===== config.mk =====
export PLATFORM = sky130hd
export DESIGN_NAME = serial_adder
export DESIGN_NICKNAME = d
export VERILOG_FILES = /design/src/rtl/serial_adder.sv
export SDC_FILE = /design/constraint.sdc
export NUM_CORES = 1
export LEC_CHECK = 0
export CAP_MARGIN = 0
export CORE_ASPECT_RATIO = 0.7
export CORE_MARGIN = 2
export CORE_UTILIZATION = 45
export DETAILED_ROUTE_END_ITERATION = 7
export GPL_ROUTABILITY_DRIVEN = 1
export GPL_TIMING_DRIVEN = 0
export PLACE_DENSITY = 0.83
export SYNTH_ARGS = -nofsm -noshare
export SYNTH_HDL_FRONTEND = slang
export SYNTH_SLANG_ARGS = --single-unit

===== constraint.sdc =====
create_clock -name clk -period 1.5 [get_ports clk]
set_clock_uncertainty 0.15 [all_clocks]
set_input_delay 0.45 -clock clk [delete_from_list [all_inputs] [get_ports clk]]
set_output_delay 0.45 -clock clk [all_outputs]
set_load 0.05 [all_outputs]

===== src/rtl/serial_adder.sv =====
`default_nettype none
// +-----------------------------------------------------------------------+
// | serial_adder: bit-serial LSB-first adder, one full-add cell per clock  |
// | Revision 1.0                                                          |
// +-----------------------------------------------------------------------+
module serial_adder #(
    parameter int WIDTH = 8
) (
    input  logic             clk,
    input  logic             rst_n,
    input  logic             start,
    input  logic [WIDTH-1:0] a,
    input  logic [WIDTH-1:0] b,
    input  logic             cin,
    output logic             busy,
    output logic             done,
    output logic [WIDTH-1:0] sum,
    output logic             cout
);

    localparam int c_CNT_W = (WIDTH > 2) ? $clog2(WIDTH) : 1;
    localparam logic [c_CNT_W-1:0] c_LAST = c_CNT_W'(WIDTH - 1);

    typedef enum logic [1:0] {
        S_IDLE  = 2'd0,
        S_SHIFT = 2'd1,
        S_DONE  = 2'd2
    } state_t;

    state_t r_state;
    state_t w_state_nxt;

    logic [WIDTH-1:0]   r_opa;
    logic [WIDTH-1:0]   r_opb;
    logic [WIDTH-2:0]   r_acc;
    logic               r_carry;
    logic [c_CNT_W-1:0] r_cnt;

    logic w_ha1_s, w_ha1_c, w_ha2_c, w_s, w_c, w_last;
    logic [WIDTH-2:0] w_acc_nxt;

    // Full-add cell: two half adders whose carries are ORed.
    assign w_ha1_s = r_opa[0] ^ r_opb[0];
    assign w_ha1_c = r_opa[0] & r_opb[0];
    assign w_s     = w_ha1_s ^ r_carry;
    assign w_ha2_c = w_ha1_s & r_carry;
    assign w_c     = w_ha1_c | w_ha2_c;

    assign w_last    = (r_cnt == c_LAST);
    assign w_acc_nxt = (WIDTH-1)'({w_s, r_acc} >> 1);

    always_ff @(posedge clk or negedge rst_n) begin
        if (!rst_n) begin
            r_state <= S_IDLE;
        end else begin
            r_state <= w_state_nxt;
        end
    end

    always_comb begin
        w_state_nxt = r_state;
        case (r_state)
            S_IDLE:  if (start) w_state_nxt = S_SHIFT;
            S_SHIFT: if (w_last) w_state_nxt = S_DONE;
            S_DONE:  w_state_nxt = S_IDLE;
            default: w_state_nxt = S_IDLE;
        endcase
    end

    always_ff @(posedge clk or negedge rst_n) begin
        if (!rst_n) begin
            r_opa   <= '0;
            r_opb   <= '0;
            r_acc   <= '0;
            r_carry <= 1'b0;
            r_cnt   <= '0;
            sum     <= '0;
            cout    <= 1'b0;
        end else begin
            if (r_state == S_IDLE && start) begin
                r_opa   <= a;
                r_opb   <= b;
                r_carry <= cin;
                r_cnt   <= '0;
            end else if (r_state == S_SHIFT) begin
                r_opa   <= r_opa >> 1;
                r_opb   <= r_opb >> 1;
                r_acc   <= w_acc_nxt;
                r_carry <= w_c;
                r_cnt   <= r_cnt + c_CNT_W'(1);
                // The last processed bit completes the result directly.
                if (w_last) begin
                    sum  <= {w_s, r_acc};
                    cout <= w_c;
                end
            end
        end
    end

    assign busy = (r_state == S_SHIFT);
    assign done = (r_state == S_DONE);

endmodule
`default_nettype wire


# Word-level counts from Yosys, hierarchy flattened
# Cells that the tools add are included.
# op_classes
bitwise_logic	6
n_reduce_logical	6
add_sub_neg	1
n_eq_ne	5
mux	11
# op_table
op	n
8-bit 2-to-1 mux	4
3-bit 2-to-1 mux	2
2-bit 2-to-1 mux	2
2-bit case mux with 2 select lines	1
2-bit AND reduction	2
3-bit by 1-bit adder with 3-bit output (second input constant)	1
3-bit == test (second input constant)	1
3-bit AND reduction	1
1-bit bitwise AND	2
2-bit by 1-bit == test with 1-bit output (second input constant)	1
2-bit == test (second input constant)	1
2-bit zero test	1
1-bit 2-to-1 mux	2
2-bit by 1-bit inequality test with 1-bit output (second input constant)	1
2-bit inequality test (second input constant)	1
2-bit nonzero test	1
1-bit XOR	2
1-bit logical AND	1
1-bit inverter	1
1-bit bitwise OR	1
# totals
wordCells	37
reg_bits	38

# Logic depth before layout (Yosys ltp)
# Gate-level depths: netlist of the first run.
# logic_depth
ltp_word	5
depth_mapped	6
depth_no_buf	4

# Worst setup path after synthesis of the first run
# No wires, ideal clock.
# synth_timing
path_type	register to output
start	register r_state[1]
end	output done
slack_ps	-388
t_arrival_ps	1288
stages_incl_launch_ff	4
required_time_ps	900
n_path_buf	1
path_cell_list	dfrtp_1 inv_2 clkbuf_1 nor2_1
# synth_between
elab_chain_len	1
# synth_rtl
element	line	text
from (decl)	30	state_t r_state;
from (signal assigned)	56	r_state <= w_state_nxt;
2-bit == test	101	assign done = (r_state == S_DONE);
to (decl)	16	output logic done,
# No other way between the ends.

# Worst setup path in the final report of the first run
# layout_timing
start	register r_state[1]
end	output busy
# layout_between
elab_chain_len	1
# layout_rtl
element	line	text
2-bit by 1-bit == test with 1-bit output	100	assign busy = (r_state == S_SHIFT);
to (decl)	15	output logic busy,
# No other way between the ends.

==> results by group, run 1 <==
Run status
  • Status: finished with violations
  • Failing checks: setup timing

Placement
  • GPL Wtd Cong: 0.811
  • Dpl hpwl: 2.41 mm
  • IO buf count: 30

Power
  • Switching part of the total: 40.7%
  • Combinational Power Share: 50.8%
  • Pint: 3.14 mW
  • Sequential share of power: 35.5%
  • Clk pwr share: 13.7%
  • Leak Pwr: 1.07 nW
  • Power Density: 2310 nW/um^2
  • Tot Pwr: 5.29 mW
  • Worst VDD drop: 0.881 mV
  • Switching power: 2.15 mW

Setup path
  • Critical Path Sink Type: primary output
  • CP Launch Type: register
  • Worst r2r src: r_state[0]
  • WS Path Type: register to primary output
  • Delay-heaviest family, CP: flip-flops
  • Crit path top cell by count: buf_8
  • Crit path required time: 900 ps
  • CP Max Fanout: 3
  • Largest stage delay, worst path: 400 ps
  • CP startpoint: r_state[1]
  • Worst path slowest cell: dfrtp_1
  • CP bufs+invs: 3
  • WP data arrival: 1170 ps
  • Critical path, cell by cell: nand2b_4 > clkinv_4 > buf_8 > buf_8

Final layout
  • Most frequent cells in the layout: dfrtp_1, nand2_1, buf_4, clkdlybuf4s50_1, o22ai_1
  • Multi-input gate area: 706 um^2
  • Layout area overhead: 42.1%
  • Fillers: 234
  • Total inserted antenna cells: 0
  • Fin nets: 208
  • Register area: 952 um^2
  • Layout cells sized above 1: 34.4%
  • Most common cell after layout, fill and taps aside: dfrtp_1

Global route
  • Vias in the first global route: 1323
  • Largest net degree at the start of global routing: 39
  • Initial antenna violation count: 0
  • First-pass GRT wire length: 6.30 mm
  • GR Util All Layers: 21.9%
  • GRT Residual Overflow: 0

Job
  • Max Cap Viol: 0

Drt
  • 1st-iter DRT viols: 92
  • DRT Pass-1 Iters: 4
  • Total Wirelength: 4.23 mm
  • Final ANT Viol Nets: 0
  • Residual DRC: 0
  • Vias per inst: 5.57
  • Vias: 1315
  • WL per Instance: 17.9 um

Die
  • Rows: 18
  • Die Area: 4080 um^2
  • Chip width: 75.5 um
  • Top Ports: 31
  • Core region area: 3470 um^2
  • Die Ht: 54.1 um
  • Initial Util: 46.4%

CTS
  • Hold buffer count at cts: 0
  • CTS sink count: 38
  • TritonCTS clock tree: done
  • Skew-Pair Late Insertion Delay: 280 ps
  • CTS clk-pin slew, worst paths: 70 ps
  • Clock tree buffer depth: 2
  • Htree depth: 2
  • Clock Root Buffer: clkbuf_8
  • Inserted Clock Buffers: 5

Yosys
  • Cell area after synthesis: 1610 um^2
  • Gate Count Post-Synth: 137
  • Synth Register Bits: 38
  • Synth unique cells: 25
  • Mean post-synth cell area: 11.8 um^2
  • Dominant cell type by area after synthesis: dfrtp_1
  • Yosys Warn Count: 0
  • Syn_nets: 160
  • Top post-synthesis cells by area: dfrtp_1, o22ai_1, mux2_2, nand2_1, a2bb2oi_1
  • Top cell type's share of synthesized area: 59.1%
  • Post-synthesis sequential area ratio: 59.1%

Timing
  • Setup WS post-layout: -267 ps
  • Setup repair after global routing missed its margin: true
  • Max Freq: 566 MHz
  • Setup violators final: 23
  • Crit path time final: 1770 ps
  • Final Max Slew Viols: 0
  • Period Utilization, post-route: 118%
  • Slew HR: 45.2%
  • Actual slew at the worst max-slew pin: 822 ps
  • Hold Vio Cnt, Final: 0
  • Worst Hold Slack: 107 ps

Hold path
  • Min-delay worst type: input pin to asynchronous set/reset pin
-- worst reg2reg max path, stage by stage (launching register included) --
cell	delay (ps)
dfrtp_2	430
buf_4	170
buf_4	170
or2_1	240
and2_4	140
buf_6	130
o221a_1	210
-- cell families after synthesis --
kind of cell	synth area share, %
AO/OA/AOI/OAI	17.6
adder cells (fa/ha/maj)	2.80
buffers and inverters	4.66
AND/OR/NAND/NOR	9.32
flip-flops	59.1
multiplexers	6.53
-- area by class of cell --
class                      count  share of cell area (%)
multi-input combinational     87                    30.8
timing repair buffer          42                    16.4
buffer                         7                    3.55
clock buffer                   7                    3.77
inverter                       4                   0.875
clock inverter                 1                   0.219
tap                           50                    2.73
sequential                    38                    41.6
-- final timing paths --
| check | endpoint | slack [ps] | cells past startpoint |
|---|---|---|---|
| min in group clk | r_acc[0] | 350 | 2 |
| hold reg to reg | r_acc[0] | 350 | 2 |
| setup reg to reg | r_opb[2] | -240 | 6 |
| max in group asynchronous | r_state[0] | 520 | 1 |
| setup / recovery | busy | -270 | 4 |
| hold / removal | r_opb[7] | 110 | 1 |
-- flip-flops by register name (all words and copies together), names as in the netlist --
name     cells
sum          8
r_cnt        3
r_acc        7
r_opa        8
cout         1
r_state      2
r_carry      1
r_opb        8
-- per-layer routing --
layer	vias up	global-route usage (%)	routed length, um
met5	-	0	0
met4	0	13.2	142
met3	12	5.62	183
met2	45	33.8	2020
met1	666	28.0	1880
li1	592	-	-
-- Yosys cell counts --
cell and count:
dfrtp_1 38, nand2_1 22, o22ai_1 21, a21oi_1 9
mux2_2 8, a2bb2oi_1 7, a22o_1 4, buf_6 3
clkbuf_1 3, nor2_1 3, buf_2 2, ha_1 2
inv_1 2, nand2b_1 2, and2_4 1, buf_1 1
clkinv_2 1, fa_1 1, inv_2 1, mux2_4 1
nand2_4 1, o221a_1 1, or2_1 1, or2b_1 1
or4b_1 1
-- power by group through the flow --
stage                     Sequential [mW]  Clock (mW)  Combinational, mW
after global routing                 1.92       0.767               2.86
after detailed placement             1.85           0               2.17
after floorplan                      2.16           0               1.21
after CTS                            1.83       0.727               2.35
final                                1.88       0.724               2.69
after global placement               1.81           0               2.09
-- metrics by stage --
step	instance area [um^2]	setup TNS [ps]	util [%]	setup WS (ps)	std cells
floorplan	1640	-3.09	-	-2.69	137
global placement	2000	-48370	57.6	-929	217
detailed placement	1990	-14480	57.5	-892	217
CTS	2160	-1780	62.3	-264	233
global route	2290	-3070	66.0	-301	236
finish	2290	-2550	66.0	-267	236
-- timing repair --
item	4_1_cts	5_1_grt
buffers inserted	8	4
pin swaps	2	3
resized for setup	77	34
endpoints found under the setup margin	41	37
cloned	1	0
No activity file was read; power rests on OpenSTA's default activity.
==> run 2, diff against run 1 <==
SETUP_SLACK_MARGIN = 0.4   (was not set)
==> results by group, run 2 (synthesis results as in run 1) <==
Run status
  • Status: finished with violations
  • Failing checks: setup timing

Drt
  • 1st-iter DRT viols: 152 (+65%)
  • WL per Instance: 22.8 um (+27%)
  • Vias: 1490 (+13%)
  • DRT Pass-1 Iters: 4 (unchanged)
  • Total Wirelength: 5.85 mm (+38%)
  • Vias per inst: 5.80 (+4.0%)
  • Final ANT Viol Nets: 0 (unchanged)
  • Residual DRC: 0 (unchanged)

CTS
  • Hold buffer count at cts: 0 (unchanged)
  • Inserted Clock Buffers: 5 (unchanged)
  • Clock tree buffer depth: 2 (unchanged)
  • CTS sink count: 38 (unchanged)
  • Htree depth: 2 (unchanged)
  • CTS clk-pin slew, worst paths: 80 ps (about the same)
  • TritonCTS clock tree: done
  • Clock Root Buffer: clkbuf_8
  • Skew-Pair Late Insertion Delay: 300 ps (+20 ps)

Die
  • Initial Util: 46.4% (unchanged)
  • Die Area: 4080 um^2 (unchanged)
  • Chip width: 75.5 um (unchanged)
  • Die Ht: 54.1 um (unchanged)
  • Top Ports: 31 (unchanged)
  • Rows: 18 (unchanged)
  • Core region area: 3470 um^2 (unchanged)

Final layout
  • Layout area overhead: 76.2%
  • Most common cell after layout, fill and taps aside: dfrtp_1
  • Total inserted antenna cells: 0 (unchanged)
  • Largest regs: r_opa x8, r_opb x8, sum x8
  • Layout cells sized above 1: 59.4% (+25 points)
  • Fin nets: 229 (+10%)
  • Fillers: 165 (-29%)
  • Most frequent cells in the layout: dfrtp_1, buf_4, clkdlybuf4s50_1, buf_8, nand2_1

Timing
  • Worst Hold Slack: 1.43 ps (-106 ps)
  • Setup violators final: 34 (+48%)
  • Setup repair after global routing missed its margin: true
  • Setup TNS: -2720 ps (-170 ps)
  • Max Freq: 543 MHz (-4.1%)
  • Slew HR: 65.8% (+21 points)
  • Period Utilization, post-route: 123% (+5.1 points)
  • Setup WS post-layout: -342 ps (-75.8 ps)
  • Crit path time final: 1840 ps (+75.8 ps)
  • Actual slew at the worst max-slew pin: 513 ps (-310 ps)
  • Final Max Slew Viols: 0 (unchanged)
  • Hold Vio Cnt, Final: 0 (unchanged)

Setup path
  • Critical Path Sink Type: primary output
  • WP data arrival: 1240 ps (+70 ps)
  • CP Launch Type: register
  • WS Path Type: register to primary output
  • CP Max Fanout: 3 (unchanged)
  • Reg2Reg Depth: 4 (-2)
  • Crit path required time: 900 ps (about the same)

Power
  • Worst VDD drop: 1.20 mV (+36%)
  • Leak Pwr: 1.25 nW (+17%)
  • Power Density: 2420 nW/um^2 (+4.7%)
  • Tot Pwr: 6.86 mW (+30%)

Global route
  • First-pass GRT wire length: 7.07 mm (+12%)
  • Initial antenna violation count: 0 (unchanged)
  • Vias in the first global route: 1369 (+3.5%)
  • Largest net degree at the start of global routing: 39 (unchanged)
  • GRT Residual Overflow: 0 (unchanged)
  • GR Util All Layers: 24.8% (+2.9 points)

Placement
  • Dpl hpwl: 2.56 mm (+5.8%)
  • Pre-CTS WS: -793 ps (+99.2 ps)
  • GPL Wtd Cong: 0.820 (+1.1%)
  • IO buf count: 30 (unchanged)

Job
  • Max Cap Viol: 0 (unchanged)

Hold path
  • Min-delay worst type: input pin to asynchronous set/reset pin
==> run 2: cell types whose count changed in the layout (fill, tap and decap cells not counted), moves of 6 or more <==
| cell | change |
|---|---|
| buf_8 | +13 |
| dfrtp_1 | -9 |
| dfrtp_2 | +9 |
| nand2_1 | -9 |
| a21oi_1 | -6 |
| a21oi_2 | +6 |
| nand2_2 | +6 |
| o22ai_1 | -6 |
| o22ai_4 | +6 |
==> run 2: area by class of cell <==
cell class / instances / area (um^2) / area share, %
Tap cell: 50 / 62.6 / 2.20
Sequential cell: 38 / 963 / 34.0
Timing Repair Buffer: 61 / 644 / 22.7
Buffer: 9 / 131 / 4.63
Clock inverter: 1 / 30.0 / 1.06
Clock buffer: 7 / 86.3 / 3.04
Multi-Input combinational cell: 87 / 890 / 31.3
Inverter: 4 / 30.0 / 1.06
==> run 2: power by group <==
| group | internal (mW) | switching [mW] | leakage [nW] |
|---|---|---|---|
| Combinational | 2.04 | 1.85 | 0.742 |
| Sequential | 1.53 | 0.539 | 0.448 |
| Clock | 0.542 | 0.358 | 0.0585 |
==> run 2: per-stage QoR <==
| step | instance area [um^2] | instances | utilization [%] |
|---|---|---|---|
| after global placement | 2100 | 217 | 60.6 |
| after floorplan | 1740 | 137 | - |
| after detailed placement | 2100 | 217 | 60.5 |
| after CTS | 2470 | 236 | 71.2 |
| final | 2840 | 257 | 81.8 |
| after global routing | 2840 | 257 | 81.8 |
==> run 2: worst paths after layout <==
path / startpoint / to / slack, ps
setup / recovery: r_state[1] / busy / -340
hold / removal: rst_n / r_acc[5] / 1
setup reg to reg: r_state[0] / r_opb[2] / -140
hold reg to reg: r_acc[0] / r_acc[0] / 350
max in group asynchronous: rst_n / r_state[0] / 820
min in group clk: r_acc[0] / r_acc[0] / 350
==> run 2: repair_timing <==
item,CTS,global route
gates cloned,1,0
pin swaps,9,14
setup endpoints to repair,49,73
setup buffers,10,21
gates resized for setup,114,48
==> run 2: metal layers <==
layer	track usage, %	up-vias	wire length, um
met5	0	-	0
met4	11.4	0	201
met3	5.43	29	355
met2	41.2	79	2820
met1	31.2	744	2470
li1	-	638	-
==> run 2: critical path, stage by stage, from the launching register on <==
cell and delay, ps:
dfrtp_1 390, nand2b_4 150, buf_8 110, clkinv_8 50
buf_12 120, buf_12 140
==> run 3, diff against run 2 <==
CORE_UTILIZATION = 50   (was 45)
DONT_BUFFER_PORTS = 1   (was not set)
PLACE_DENSITY = 0.77   (was 0.83)
==> results by group, run 3 (synthesis results as in run 1) <==
CTS
  • CTS clk-pin slew, worst paths: 80 ps (about the same)
  • Htree depth: 2 (unchanged)
  • Inserted Clock Buffers: 5 (unchanged)
  • TritonCTS clock tree: done
  • Skew-Pair Late Insertion Delay: 310 ps (about the same)
  • CTS sink count: 38 (unchanged)
  • Clock tree buffer depth: 2 (unchanged)
  • Clock Root Buffer: clkbuf_8

Final layout
  • Total inserted antenna cells: 0 (unchanged)
  • Fin cells: 207 (-19%)
  • Most common cell after layout, fill and taps aside: dfrtp_1
  • Most frequent cells in the layout: dfrtp_1, buf_6, o22ai_2, nand2_2, dfrtp_2
  • Largest regs: r_opa x8, r_opb x8, sum x8
  • Layout cells sized above 1: 69.2% (+9.8 points)
  • Fin nets: 191 (-17%)
  • Fillers: 144 (-13%)
  • Design area: 2470 um^2 (-13%)
  • Layout area overhead: 53.5%

Die
  • Die Ht: 51.5 um (-4.8%)
  • Initial Util: 51.9% (+5.4 points)
  • Rows: 17 (-1)
  • Chip width: 71.8 um (-4.9%)
  • Core region area: 3110 um^2 (-10%)
  • Die Area: 3700 um^2 (-9.4%)
  • Top Ports: 31 (unchanged)

Placement
  • Dpl hpwl: 2.35 mm (-8.2%)
  • Placed Area: 1790 um^2 (-15%)
  • Placed Cells: 175 (-19%)
  • GPL Wtd Cong: 0.767 (-6.5%)
  • Pre-CTS WS: -121 ps (+672 ps)
  • IO buf count: 0 (-100%)

Power
  • Power Density: 2590 nW/um^2 (+7.3%)
  • Leak Pwr: 1.10 nW (-12%)
  • Tot Pwr: 6.41 mW (-6.5%)
  • Worst VDD drop: 1.20 mV (+0.66%)

Timing
  • Hold Vio Cnt, Final: 38 (+38)
  • Final Max Slew Viols: 0 (unchanged)
  • Period Utilization, post-route: 122% (-0.57 points)
  • Setup violators final: 40 (+18%)
  • Setup repair after global routing missed its margin: true
  • Setup WS post-layout: -334 ps (+8.59 ps)
  • Crit path time final: 1830 ps (-8.59 ps)
  • Actual slew at the worst max-slew pin: 320 ps (-192 ps)
  • Worst Hold Slack: -321 ps (-322 ps)
  • Slew HR: 78.6% (+13 points)
  • Max Freq: 545 MHz (+0.47%)

Drt
  • Vias per inst: 6.52 (+12%)
  • 1st-iter DRT viols: 78 (-49%)
  • Total Wirelength: 5.15 mm (-12%)
  • Vias: 1349 (-9.5%)
  • Residual DRC: 0 (unchanged)
  • Final ANT Viol Nets: 0 (unchanged)
  • WL per Instance: 24.9 um (+9.2%)
  • DRT Pass-1 Iters: 4 (unchanged)

Global route
  • Met2 GRT Util: 41.2% (+0.044 points)
  • First-pass GRT wire length: 7.05 mm (-0.30%)
  • Vias in the first global route: 1274 (-6.9%)
  • GRT Residual Overflow: 0 (unchanged)
  • GR Util All Layers: 27.4% (+2.6 points)
  • Met3 usage: 7.10% (+1.7 points)
  • GR peak layer: met2
  • Met1 GRT Util: 36.1% (+5.0 points)
  • Largest net degree at the start of global routing: 39 (unchanged)
  • Initial antenna violation count: 0 (unchanged)

Setup path
  • Reg2Reg Depth: 8 (+4)
  • Setup slack, reg-to-reg: -260 ps (-120 ps)
  • Critical register-to-register path endpoint: sum[3]
  • CP Launch Type: register
  • Crit path required time: 900 ps (about the same)
  • Worst r2r src: r_state[1]
  • Critical Path Sink Type: primary output
  • CP Max Fanout: 5 (+2)
  • WP data arrival: 1230 ps (about the same)
  • WS Path Type: register to primary output

Run status
  • Failing checks: hold timing, setup timing
  • Status: finished with violations

Hold path
  • Min-delay worst type: input pin to asynchronous set/reset pin

Job
  • Max Cap Viol: 0 (unchanged)
## run 3: what timing repair did
action	4_1_cts	5_1_grt
resized for setup	50	41
endpoints found under the hold margin	38	38
setup buffers	16	5
pin swaps	10	16
cloned	3	0
endpoints found under the setup margin	49	49
## run 3: through the flow
step | setup TNS, ps | util, %
global route | -6330 | 79.6
CTS | -3290 | 73.0
floorplan | -2.69 | -
global placement | -193 | 57.5
detailed placement | -324 | 57.5
finish | -5820 | 79.6
## run 3: worst max-delay path, cell delays in order (launching register included)
cell      delay, ps
dfrtp_1         440
nand2b_4        170
buf_8           130
clkinv_8         40
buf_12          140
## run 3: final cells by class
cell class                      count  area (um^2)  area share [%]
Inverter                            4         31.3            1.27
Buffer                              9          116            4.71
Sequential cell                    38          963            39.0
Clock inverter                      2         12.5           0.506
Clock buffer                        6         82.6            3.34
Timing Repair Buffer               24          288            11.6
Multi-Input combinational cell     86          930            37.6
Tap cell                           38         47.5            1.92
## run 3: power by group
part           internal (mW)  switching, mW  total, mW
sequential              1.52          0.954       2.48
combinational           1.80           1.37       3.16
clock                  0.370          0.400      0.770
## run 3: worst max path at each step
stage	start	endpoint	slack (ps)	cells past startpoint
2_1_floorplan	start	r_opb[2]	-3	5
6_report	r_state[1]	busy	-330	4
4_1_cts	r_state[1]	done	-310	3
5_1_grt	r_state[1]	busy	-340	4
3_3_place_gp	r_state[1]	done	-90	3
3_5_place_dp	r_state[1]	done	-120	3
## run 3: layer usage
metal / vias up / share of wire, %
li1: 555 / -
met1: 710 / 41
met2: 74 / 49
met3: 10 / 7.9
met4: 0 / 1.9
met5: - / 0
